===== src/rtl/meta_arb_pkg.sv =====
// meta_arb_pkg: shared types and the round-robin pick helper for meta_req_arbiter.
package meta_arb_pkg;
    localparam int META_ARB_MAX_REQ = 8;

    typedef logic [$clog2(META_ARB_MAX_REQ)-1:0] req_id_t;

    typedef struct packed {
        logic    found;
        req_id_t id;
    } pick_t;

    // First set bit of valid at or after start, scanning upward modulo n.
    function automatic pick_t rr_pick(input logic [META_ARB_MAX_REQ-1:0] valid, input req_id_t start, input int n);
        pick_t p;
        int idx;
        p = '0;
        for (int k = META_ARB_MAX_REQ - 1; k >= 0; k--) begin
            if (k < n) begin
                idx = int'(start) + k;
                idx = (idx >= n) ? idx - n : idx;
                if (valid[idx]) p = '{found: 1'b1, id: req_id_t'(idx)};
            end
        end
        return p;
    endfunction
endpackage


===== src/rtl/meta_arb_tag_fifo.sv =====
// meta_arb_tag_fifo: in-order FIFO of granted requester IDs; push when full and pop when empty are ignored.
module meta_arb_tag_fifo
    import meta_arb_pkg::*;
#(
    parameter int DEPTH = 4
) (
    input  logic                     clk,
    input  logic                     rst,
    input  logic                     push_i,
    input  logic                     pop_i,
    input  req_id_t                  din_i,
    output req_id_t                  dout_o,
    output logic                     empty_o,
    output logic                     full_o,
    output logic [$clog2(DEPTH):0]   count_o
);
    localparam int AW = $clog2(DEPTH);

    req_id_t        mem_q [DEPTH];
    logic [AW-1:0]  wr_q, wr_d, rd_q, rd_d;
    logic [AW:0]    cnt_q, cnt_d;
    logic           do_push, do_pop;

    always_comb begin
        empty_o = (cnt_q == '0);
        full_o  = (cnt_q == (AW+1)'(DEPTH));
        do_push = push_i & ~full_o;
        do_pop  = pop_i & ~empty_o;
        wr_d    = do_push ? wr_q + 1'b1 : wr_q;
        rd_d    = do_pop ? rd_q + 1'b1 : rd_q;
        cnt_d   = cnt_q + (AW+1)'(do_push) - (AW+1)'(do_pop);
        dout_o  = mem_q[rd_q];
        count_o = cnt_q;
    end

    always_ff @(posedge clk) begin
        if (do_push) mem_q[wr_q] <= din_i;
    end

    always_ff @(posedge clk) begin
        if (rst) begin
            wr_q  <= '0;
            rd_q  <= '0;
            cnt_q <= '0;
        end else begin
            wr_q  <= wr_d;
            rd_q  <= rd_d;
            cnt_q <= cnt_d;
        end
    end
endmodule


===== src/rtl/meta_req_arbiter.sv =====
// meta_req_arbiter: round-robin sharing of one metadata decoder port among NUM_REQ lanes, responses routed in order.
// Define META_ARB_QOS_EN to give lane 0 strict priority while lanes 1..NUM_REQ-1 round-robin.
module meta_req_arbiter
    import meta_arb_pkg::*;
#(
    parameter int NUM_REQ         = 4,
    parameter int DATA_WIDTH      = 32,
    parameter int ADDR_WIDTH      = 32,
    parameter int MAX_OUTSTANDING = 4
) (
    input  logic                            clk,
    input  logic                            rst,
    input  logic [NUM_REQ-1:0]              req_valid_i,
    input  logic [NUM_REQ*ADDR_WIDTH-1:0]   req_addr_i,
    output logic [NUM_REQ-1:0]              req_ready_o,
    output logic [NUM_REQ-1:0]              rsp_valid_o,
    output logic [DATA_WIDTH-1:0]           rsp_rdata_o,
    input  logic [NUM_REQ-1:0]              rsp_ready_i,
    output logic                            dec_req_valid_o,
    output logic [ADDR_WIDTH-1:0]           dec_req_addr_o,
    input  logic                            dec_req_ready_i,
    input  logic                            dec_meta_valid_i,
    input  logic [DATA_WIDTH-1:0]           dec_meta_rdata_i,
    output logic                            dec_meta_ready_o,
    output logic [$clog2(MAX_OUTSTANDING):0] outstanding_o,
    output logic                            err_orphan_o
);
    logic [NUM_REQ-1:0] elig;
    pick_t              pick;
    req_id_t            win, head, rr_q, rr_d, lock_id_q, lock_id_d;
    logic               lock_vld_q, lock_vld_d, orphan_q, orphan_d;
    logic               full, empty, push, pop;

    // Eligibility uses the registered occupancy, so a pop frees a slot only on the next cycle.
    always_comb begin
        elig = req_valid_i & {NUM_REQ{~full & ~rst}};
`ifdef META_ARB_QOS_EN
        pick = rr_pick(META_ARB_MAX_REQ'(elig & ~NUM_REQ'(1)), rr_q, NUM_REQ);
        pick = elig[0] ? '{found: 1'b1, id: '0} : pick;
`else
        pick = rr_pick(META_ARB_MAX_REQ'(elig), rr_q, NUM_REQ);
`endif
        win             = lock_vld_q ? lock_id_q : pick.id;
        dec_req_valid_o = ~rst & (lock_vld_q | pick.found);
        dec_req_addr_o  = req_addr_i[int'(win)*ADDR_WIDTH +: ADDR_WIDTH];
        req_ready_o     = dec_req_valid_o ? NUM_REQ'(dec_req_ready_i) << win : '0;
        push            = dec_req_valid_o & dec_req_ready_i;
    end

    always_comb begin
        dec_meta_ready_o = ~rst & ~empty & |(rsp_ready_i & (NUM_REQ'(1) << head));
        rsp_valid_o      = (~rst & ~empty) ? NUM_REQ'(dec_meta_valid_i) << head : '0;
        rsp_rdata_o      = dec_meta_rdata_i;
        pop              = dec_meta_valid_i & dec_meta_ready_o;
        err_orphan_o     = orphan_q;
    end

    // A stalled grant is locked so valid and address stay stable until the decoder takes it.
    always_comb begin
        rr_d       = rr_q;
        lock_vld_d = lock_vld_q;
        lock_id_d  = lock_id_q;
        orphan_d   = orphan_q | (dec_meta_valid_i & empty);
        if (push) begin
            lock_vld_d = 1'b0;
`ifdef META_ARB_QOS_EN
            rr_d = (win == '0) ? rr_q : (int'(win) == NUM_REQ - 1) ? req_id_t'(1) : win + 1'b1;
`else
            rr_d = (int'(win) == NUM_REQ - 1) ? '0 : win + 1'b1;
`endif
        end else if (dec_req_valid_o) begin
            lock_vld_d = 1'b1;
            lock_id_d  = win;
        end
    end

    always_ff @(posedge clk) begin
        if (rst) begin
            rr_q       <= '0;
            lock_vld_q <= 1'b0;
            lock_id_q  <= '0;
            orphan_q   <= 1'b0;
        end else begin
            rr_q       <= rr_d;
            lock_vld_q <= lock_vld_d;
            lock_id_q  <= lock_id_d;
            orphan_q   <= orphan_d;
        end
    end

    meta_arb_tag_fifo #(
        .DEPTH(MAX_OUTSTANDING)
    ) u_tag_fifo (
        .clk     (clk),
        .rst     (rst),
        .push_i  (push),
        .pop_i   (pop),
        .din_i   (win),
        .dout_o  (head),
        .empty_o (empty),
        .full_o  (full),
        .count_o (outstanding_o)
    );
endmodule


===== config.mk =====
export PLATFORM = sky130hd
export DESIGN_NAME = meta_req_arbiter
export DESIGN_NICKNAME = d
export VERILOG_FILES = /design/src/rtl/meta_arb_pkg.sv /design/src/rtl/meta_arb_tag_fifo.sv /design/src/rtl/meta_req_arbiter.sv
export SDC_FILE = /design/constraint.sdc
export NUM_CORES = 1
export LEC_CHECK = 0
export ABC_CLOCK_PERIOD_IN_PS = 3400
export BUFFER_PORTS_ARGS = -buffer_cell sky130_fd_sc_hd__buf_2
export CAP_MARGIN = 20
export CORE_AREA = 2 2 96 98
export CTS_CLUSTER_DIAMETER = 200
export DETAILED_ROUTE_END_ITERATION = 10
export DIE_AREA = 0 0 98 100
export PLACE_DENSITY = 0.72
export SLEW_MARGIN = 20
export SYNTH_ARGS = -nofsm -noshare
export SYNTH_HDL_FRONTEND = slang
export SYNTH_SLANG_ARGS = --single-unit

===== constraint.sdc =====
create_clock -name clk -period 3.4 [get_ports clk]
set_input_delay 0.51 -clock clk [delete_from_list [all_inputs] [get_ports clk]]
set_output_delay 0.51 -clock clk [all_outputs]
set_load 0.01 [all_outputs]

==> flow_summary.yaml, run 1 <==
run_status:
  status: "complete, but fails checks"
  failed_checks: "setup timing"
pwr:
  vdd_drop_max_mv: 0.6202
  p_int_w: 0.002677
  p_switching_w: 0.002049
  p_leak_nw: 2.178
  power_frac_clock: 0.057
  p_per_area_mw_per_mm2: 1053
  pwr-share-comb: 0.835
  sequentialPowerShare: 0.108
  swShare: 0.4336
global_routing:
  grt-ovfl-total: 0
  grt_usage: 0.1953
  grt_pass1_wl_um: 14960
  grt_pass1_vias: 2824
  antenna_found_initial: 1
  grt_max_degree: 17
setup_path:
  r2r_slack_ps: 450
  crit_fanout: 6
  cp_common_cell: "buf_6"
  cp_slowest_cell: "mux4_2"
  worst_setup_path_start_kind: "flip-flop"
  worstPathArrival_ps: 2970
  crit_required_ps: 2890
  worstPathBufferInverterCount: 4
  worst_setup_path_end_kind: "output pin"
  setup.worst_path.class: "reg2out"
  cp_top_family: "simple AND/OR/NAND/NOR gates"
  crit_chain: "buf_6 > mux4_2 > nand4_4 > or4b_4 > a221oi_4 > buf_6 > a21oi_4 > nand2_4 > clkbuf_16 > o22ai_1 > buf_2"
  slowest_delay_ps: 550
final_layout:
  fillerInstances: 803
  final_cells: 585
  synthToLayoutAreaGrowth_pct: 51.46
  fin_area_mm2: 0.004489
  drive_gt1_frac: 0.6068
  final_util: 0.5050
  final_nets: 655
logic_synthesis:
  synth_top_family_by_area: "multiplexers"
  synth_top_area_cell: "mux2i_1"
  syn-cell-area_mm2: 0.002964
  ys_types: 49
  yosysTopAreaCellShare: 0.2296
  synth_compound_area_frac: 0.1325
  syn_inst: 296
  synthAdderAreaFrac: 0.04897
  syn_nets: 479
  ys_seq_area_frac: 0.2364
  synthFlopType: "dfxtp_1"
  synth.avg_cell_area_um2: 10.01
  yosysWarningCount: 0
  synth_area_leaders: "mux2i_1 (23%), edfxtp_1 (12%), dfxtp_1 (11%)"
  synth_edf_count: 12
  yosys-top-cells-count: "mux2i_1 (68), buf_4 (34), o22ai_1 (22)"
  synth.area.mux_share: 0.2803
  synth_most_common_cell: "mux2i_1"
  synthXorXnorAreaFrac: 0.01477
  synthArstFlopShare: 0
  synthSimpleGateAreaFrac: 0.1173
  ys_seq_elements: 29
sta:
  post-route-min-period_ps: 3482
  hold_violations: 0
  fmax_mhz: 287.2
  worst_pin_slew_ps: 609.6
  slew_headroom: 0.5930
  rsz0062_at_grt: "yes"
  slew_viol_final: 0
  setup_tns_ps: -1766
  min_period_over_period: 1.024
  clock_skew_ps: 6.674
  worst_slack_ps: -81.94
  setup_violations: 33
detailed_routing:
  wl_per_cell_um: 17.86
  drtAntennaViolNets: 0
  drt-vias-per-instance: 5.053
  drt_iter0_markers: 127
  routed_wl_um: 10450
  num_vias: 2956
  drc_errors: 0
  firstDrtPassIters: 4
place:
  dpl.cell_count: 554
  dpl_cell_area_mm2: 0.003731
  port-buffer-count: 185
  gp_congestion: 0.9438
  dp_hpwl_um: 7355
die:
  fp.dieW_um: 98
  core-area_mm2: 0.008890
  start_util: 0.3334
  die_h_um: 100
  die-area_mm2: 0.009800
  boundaryPins: 250
  fp-row-count: 35
clocking:
  cts_tree: "done"
  cts_root_buffer: "clkbuf_8"
  htree_num_levels: 2
  cts.path.max_buffers: 2
  clock-sinks: 29
  numCtsBuffers: 5
  clock_latency_ps: 280
  path_clk_slew_ps: 60
min_path:
  worstHoldPathType: "reg2reg"
flow_run:
  max_cap_violations: 0
==> what timing repair did <==
action | CTS | global route
pin swaps | 10 | 7
endpoints found under the setup margin | 36 | 35
resized for setup | 35 | 46
gates cloned | 5 | 1
setup buffers | 13 | 3
hold buffers | 0 | 0
==> sequential cells by signal, indices dropped and copies added, names as in the netlist, named ones only <==
name / flops
err_orphan_o: 1
lock_id_q: 3
lock_vld_q: 1
rr_q: 3
u_tag_fifo.count_o: 3
u_tag_fifo.mem_q: 12
u_tag_fifo.rd_q: 2
u_tag_fifo.wr_q: 2
==> tightest hold or removal path, delay by kind of cell, from the launching register on <==
| kind | cells | cell delay (ps) |
|---|---|---|
| flops | 1 | 300 |
| mux | 1 | 50 |
| simple gates | 1 | 50 |
==> layer usage <==
layer	up-vias	track usage	wire, µm
li1	1417	-	-
met1	1358	0.2408	4153
met2	162	0.3404	5364
met3	19	0.04805	703
met4	0	0.05556	230
met5	-	0	0
==> worst paths after layout <==
check,startpoint,to,cells past startpoint
min,lock_id_q[0]$_SDFFE_PP0P_,lock_id_q[0]$_SDFFE_PP0P_,2
max,rr_q[0]$_SDFFE_PP0P_,dec_req_addr_o[13],11
min reg2reg,lock_id_q[0]$_SDFFE_PP0P_,lock_id_q[0]$_SDFFE_PP0P_,2
max reg2reg,rr_q[1]$_SDFFE_PP0P_,rr_q[2]$_SDFFE_PP0P_,15
==> cell usage in the layout (no fill, tap or decap), types with 4 or more instances in the layout <==
cell,netlist,final
edfxtp_1,12,12
o22ai_1,22,13
xnor2_1,4,4
inv_1,13,10
buf_4,34,12
mux2i_1,68,53
o22ai_4,0,7
mux2i_2,0,9
o22ai_2,11,13
buf_12,1,6
mux4_2,5,6
dfxtp_1,17,15
mux2i_4,0,6
buf_2,0,180
nor2b_1,4,4
nand2_1,13,13
nor2_1,16,16
ha_1,10,9
clkbuf_8,0,5
and2_1,7,8
buf_6,6,16
==> layout make-up <==
| type | instances | area, µm² | area share |
|---|---|---|---|
| sequential | 29 | 705.7 | 0.1572 |
| timing repair buffer | 218 | 1399 | 0.3116 |
| antenna | 1 | 2.502 | 0.0005574 |
| clock buffer | 8 | 80.08 | 0.01784 |
| multi-input combinational | 205 | 2108 | 0.4696 |
| tap | 111 | 138.9 | 0.03094 |
| inverter | 13 | 55.05 | 0.01226 |
==> logic make-up (layout without fill, tap and decap cells) <==
logic type,count (synthesis),after routing
simple gates,64,65
xor+xnor,5,5
other cells,0,1
buf+inv,64,239
fa+ha+maj,11,11
flops,29,29
compound gates,48,49
mux,75,75
==> power by group through the flow <==
| stage | Clock [W] | Sequential, W | Combinational (W) |
|---|---|---|---|
| 3_5_place_dp | 0 | 0.000497 | 0.00277 |
| 4_1_cts | 0.000271 | 0.000505 | 0.00345 |
| 3_3_place_gp | 0 | 0.000494 | 0.00273 |
| 2_1_floorplan | 0 | 0.000502 | 0.00210 |
| 5_1_grt | 0.000283 | 0.000518 | 0.00421 |
| 6_report | 0.000268 | 0.000510 | 0.00395 |
==> through the flow <==
step	hold WS (ps)	worst slack, ps	total power (W)
final	455.9	-81.94	0.004726
after global routing	477.7	-188.3	0.005007
after CTS	462.0	-22.54	0.004225
after detailed placement	452.4	-16.51	0.003265
after global placement	441.7	41.01	0.003221
after floorplan	429.6	310.8	0.002603
(Power assumes the default switching activity.)
==> run 2: changes to the inputs <==
--- a/config.mk
+++ b/config.mk
@@ -5,6 +5,7 @@
 export SDC_FILE = /design/constraint.sdc
 export NUM_CORES = 1
 export LEC_CHECK = 0
+export ABC_AREA = 1
 export ABC_CLOCK_PERIOD_IN_PS = 3400
 export BUFFER_PORTS_ARGS = -buffer_cell sky130_fd_sc_hd__buf_2
 export CAP_MARGIN = 20
@@ -12,7 +13,7 @@
 export CTS_CLUSTER_DIAMETER = 200
 export DETAILED_ROUTE_END_ITERATION = 10
 export DIE_AREA = 0 0 98 100
-export PLACE_DENSITY = 0.72
+export PLACE_DENSITY = 0.77
 export SLEW_MARGIN = 20
 export SYNTH_ARGS = -nofsm -noshare
 export SYNTH_HDL_FRONTEND = slang
==> run 2 against run 1 <==
The flow now finishes without violations. Clock-buffer cell count down 3. Critical path depth up 5. Wire length down 0.29%. Total power up 7.9%. Global-route usage about the same. Setup slack better by 450 ps. Clock skew about the same. Fmax up 15%. Design area down 4.7%. First-iteration DRC count up 23%. Clock power down 3%. Critical endpoint is now dec_req_addr_o[15]. Largest cell class unchanged. Largest power group unchanged.
==> flow_summary.yaml, run 2 <==
run_status:
  status: "complete, no violations"
die:
  boundaryPins: 250
  die_h_um: 100
  start_util: 0.3785
  fp.dieW_um: 98
  core-area_mm2: 0.008890
  die-area_mm2: 0.009800
  fp-row-count: 35
logic_synthesis:
  synth_most_common_cell: "nand2_1"
  yosysTopAreaCellShare: 0.2042
  synth_top_area_cell: "nand2_1"
  synth_edf_count: 12
  yosys-top-cells-count: "nand2_1 (183), nor2_1 (117), nand3_1 (82)"
  syn-cell-area_mm2: 0.003364
  synth.avg_cell_area_um2: 5.570
  yosysWarningCount: 0
  synthArstFlopShare: 0
  synthFlopType: "dfxtp_1"
  ys_types: 27
  syn_nets: 787
  ys_seq_area_frac: 0.2083
  syn_inst: 604
  synth_area_leaders: "nand2_1 (20%), nor2_1 (13%), nand3_1 (12%)"
  ys_seq_elements: 29
detailed_routing:
  routed_wl_um: 10420
  wl_per_cell_um: 12.13
  num_vias: 4065
  drc_errors: 0
  drt_iter0_markers: 156
  firstDrtPassIters: 5
  drt-vias-per-instance: 4.732
  drtAntennaViolNets: 0
pwr:
  power_frac_clock: 0.051
  sequentialPowerShare: 0.101
  p_int_w: 0.002222
  p_leak_nw: 2.559
  pwr-share-comb: 0.848
  p_per_area_mw_per_mm2: 1191
  vdd_drop_max_mv: 0.6395
  p_switching_w: 0.002878
  swShare: 0.5643
clocking:
  clock_latency_ps: 280
  cts_tree: "done"
  cts.path.max_buffers: 2
  htree_num_levels: 2
  clock-sinks: 29
  path_clk_slew_ps: 60
  cts_root_buffer: "clkbuf_8"
  numCtsBuffers: 5
final_layout:
  layout_commonest_cell: "buf_2"
  multi_input_area_mm2: 0.002013
  fillerInstances: 913
  final_nets: 930
  synthToLayoutAreaGrowth_pct: 27.22
  final_cells: 859
  regMostFlops: "u_tag_fifo.mem_q"
  ff_latch_area_um2: 701.9
  mostFrequentLayoutCells: "buf_2 (185), nand2_1 (183), nor2_1 (117)"
  drive_gt1_frac: 0.3021
  largest_reg_flops: 12
  antenna_cells: 0
global_routing:
  grt_pass1_vias: 3500
  grt_pass1_wl_um: 15930
  grt-ovfl-total: 0
  antenna_found_initial: 0
  grt_usage: 0.1956
  grt_max_degree: 69
sta:
  worst_slack_ps: 364.4
  slew_viol_final: 0
  slew_headroom: 0.7095
  setup_violations: 0
  fin_hold_ws_ps: 454.7
  post-route-min-period_ps: 3036
  setup_tns_ps: 0
  worst_pin_slew_ps: 434.6
  clock_skew_ps: 7.090
  rsz0062_at_grt: "no"
  fmax_mhz: 329.4
  min_period_over_period: 0.8928
  hold_violations: 0
setup_path:
  r2r-start: "rr_q[1]$_SDFFE_PP0P_"
  crit_fanout: 34
  rr_worst_depth: 13
  setup.worst_path.class: "reg2out"
  worstPathArrival_ps: 2530
  worst_setup_path_start_kind: "flip-flop"
  crit_required_ps: 2890
  worst_setup_path_end_kind: "output pin"
  r2r_end: "u_tag_fifo.count_o[2]$_SDFF_PP0_"
  r2r_slack_ps: 770
place:
  gp_congestion: 0.8817
  dp_slack_ps: 512.9
  dp_hpwl_um: 7942
  port-buffer-count: 185
  dpl.cell_count: 850
min_path:
  hp-start: "lock_id_q[2]$_SDFFE_PP0P_"
  holdPathEnd: "lock_id_q[2]$_SDFFE_PP0P_"
  worstHoldPathType: "reg2reg"
  hold_depth: 2
flow_run:
  max_cap_violations: 0
[run 2: changes by cell type after synthesis, moves of 22 or more]
cell     change
inv_1       +52
mux2i_1     -68
nand2_1    +170
nand3_1     +77
nor2_1     +101
o22ai_1     -22
[run 2: layout make-up]
type | count | share of cell area
Multi-Input combinational cell | 445 | 0.4703
Timing Repair Buffer | 196 | 0.2529
Sequential cell | 29 | 0.1640
Inverter | 70 | 0.06139
Tap cell | 111 | 0.03245
Clock buffer | 5 | 0.01608
Clock inverter | 3 | 0.002923
[run 2: how the worst max path moves through the flow]
stage	cells past startpoint	end	startpoint	slack [ps]
final	16	dec_req_addr_o[15]	rr_q[1]$_SDFFE_PP0P_	360
after global routing	15	dec_req_addr_o[15]	rr_q[1]$_SDFFE_PP0P_	80
after CTS	16	dec_req_addr_o[15]	rr_q[1]$_SDFFE_PP0P_	230
after detailed placement	16	dec_req_addr_o[18]	rst	510
after global placement	16	dec_req_addr_o[15]	rst	540
after floorplan	16	dec_req_addr_o[15]	rr_q[0]$_SDFFE_PP0P_	830
[run 2: critical path: stages (launching register included)]
cell     delay [ps]
dfxtp_2         370
inv_1           110
ha_1            340
inv_1            70
nand3_1          90
nand3_2         100
nand2_1          70
nand2_1          50
nand2_1          60
nand3_2         120
nand2_4         170
buf_16          200
nand2_1          70
nand3_1          70
nand2_1          50
nor2_1          130
buf_2           150
[run 2: repair_timing]
item | 4_1_cts | 5_1_grt
gates resized for setup | 0 | 6
hold buffers | 0 | 0
setup endpoints to repair | 0 | 32
buffers inserted | 0 | 0
[run 2: power by group through the flow]
stage	combinational (W)	clock, W	sequential [W]
final	0.00433	0.000260	0.000514
after global routing	0.00492	0.000275	0.000523
after CTS	0.00418	0.000264	0.000513
after detailed placement	0.00415	0	0.000519
after global placement	0.00416	0	0.000519
after floorplan	0.00297	0	0.000517
[run 2: kinds of logic (layout without fill, tap and decap cells)]
| kind of cell | Yosys count | after routing | share of synthesized area |
|---|---|---|---|
| AO/OA/AOI/OAI | 20 | 20 | 0.03272 |
| XOR/XNOR | 1 | 1 | 0.002604 |
| adder cells (fa/ha/maj) | 11 | 11 | 0.04314 |
| buffers and inverters | 130 | 274 | 0.1949 |
| flip-flops | 29 | 29 | 0.2083 |
| AND/OR/NAND/NOR | 413 | 413 | 0.5184 |
[run 2: through the flow]
| stage | area, µm² | total power (W) | util |
|---|---|---|---|
| detailed placement | 4149 | 0.004673 | 0.4667 |
| CTS | 4230 | 0.004953 | 0.4759 |
| global route | 4280 | 0.005715 | 0.4815 |
| finish | 4280 | 0.005100 | 0.4815 |
| global placement | 4149 | 0.004681 | 0.4667 |
| floorplan | 3364 | 0.003487 | - |
[run 2: metal layers]
| metal | track usage | up-vias | part of all wire |
|---|---|---|---|
| met5 | 0 | - | 0 |
| met4 | 0.08761 | 0 | 0.030 |
| met1 | 0.2474 | 1745 | 0.42 |
| met2 | 0.3209 | 163 | 0.46 |
| li1 | - | 2119 | - |
| met3 | 0.04318 | 38 | 0.087 |
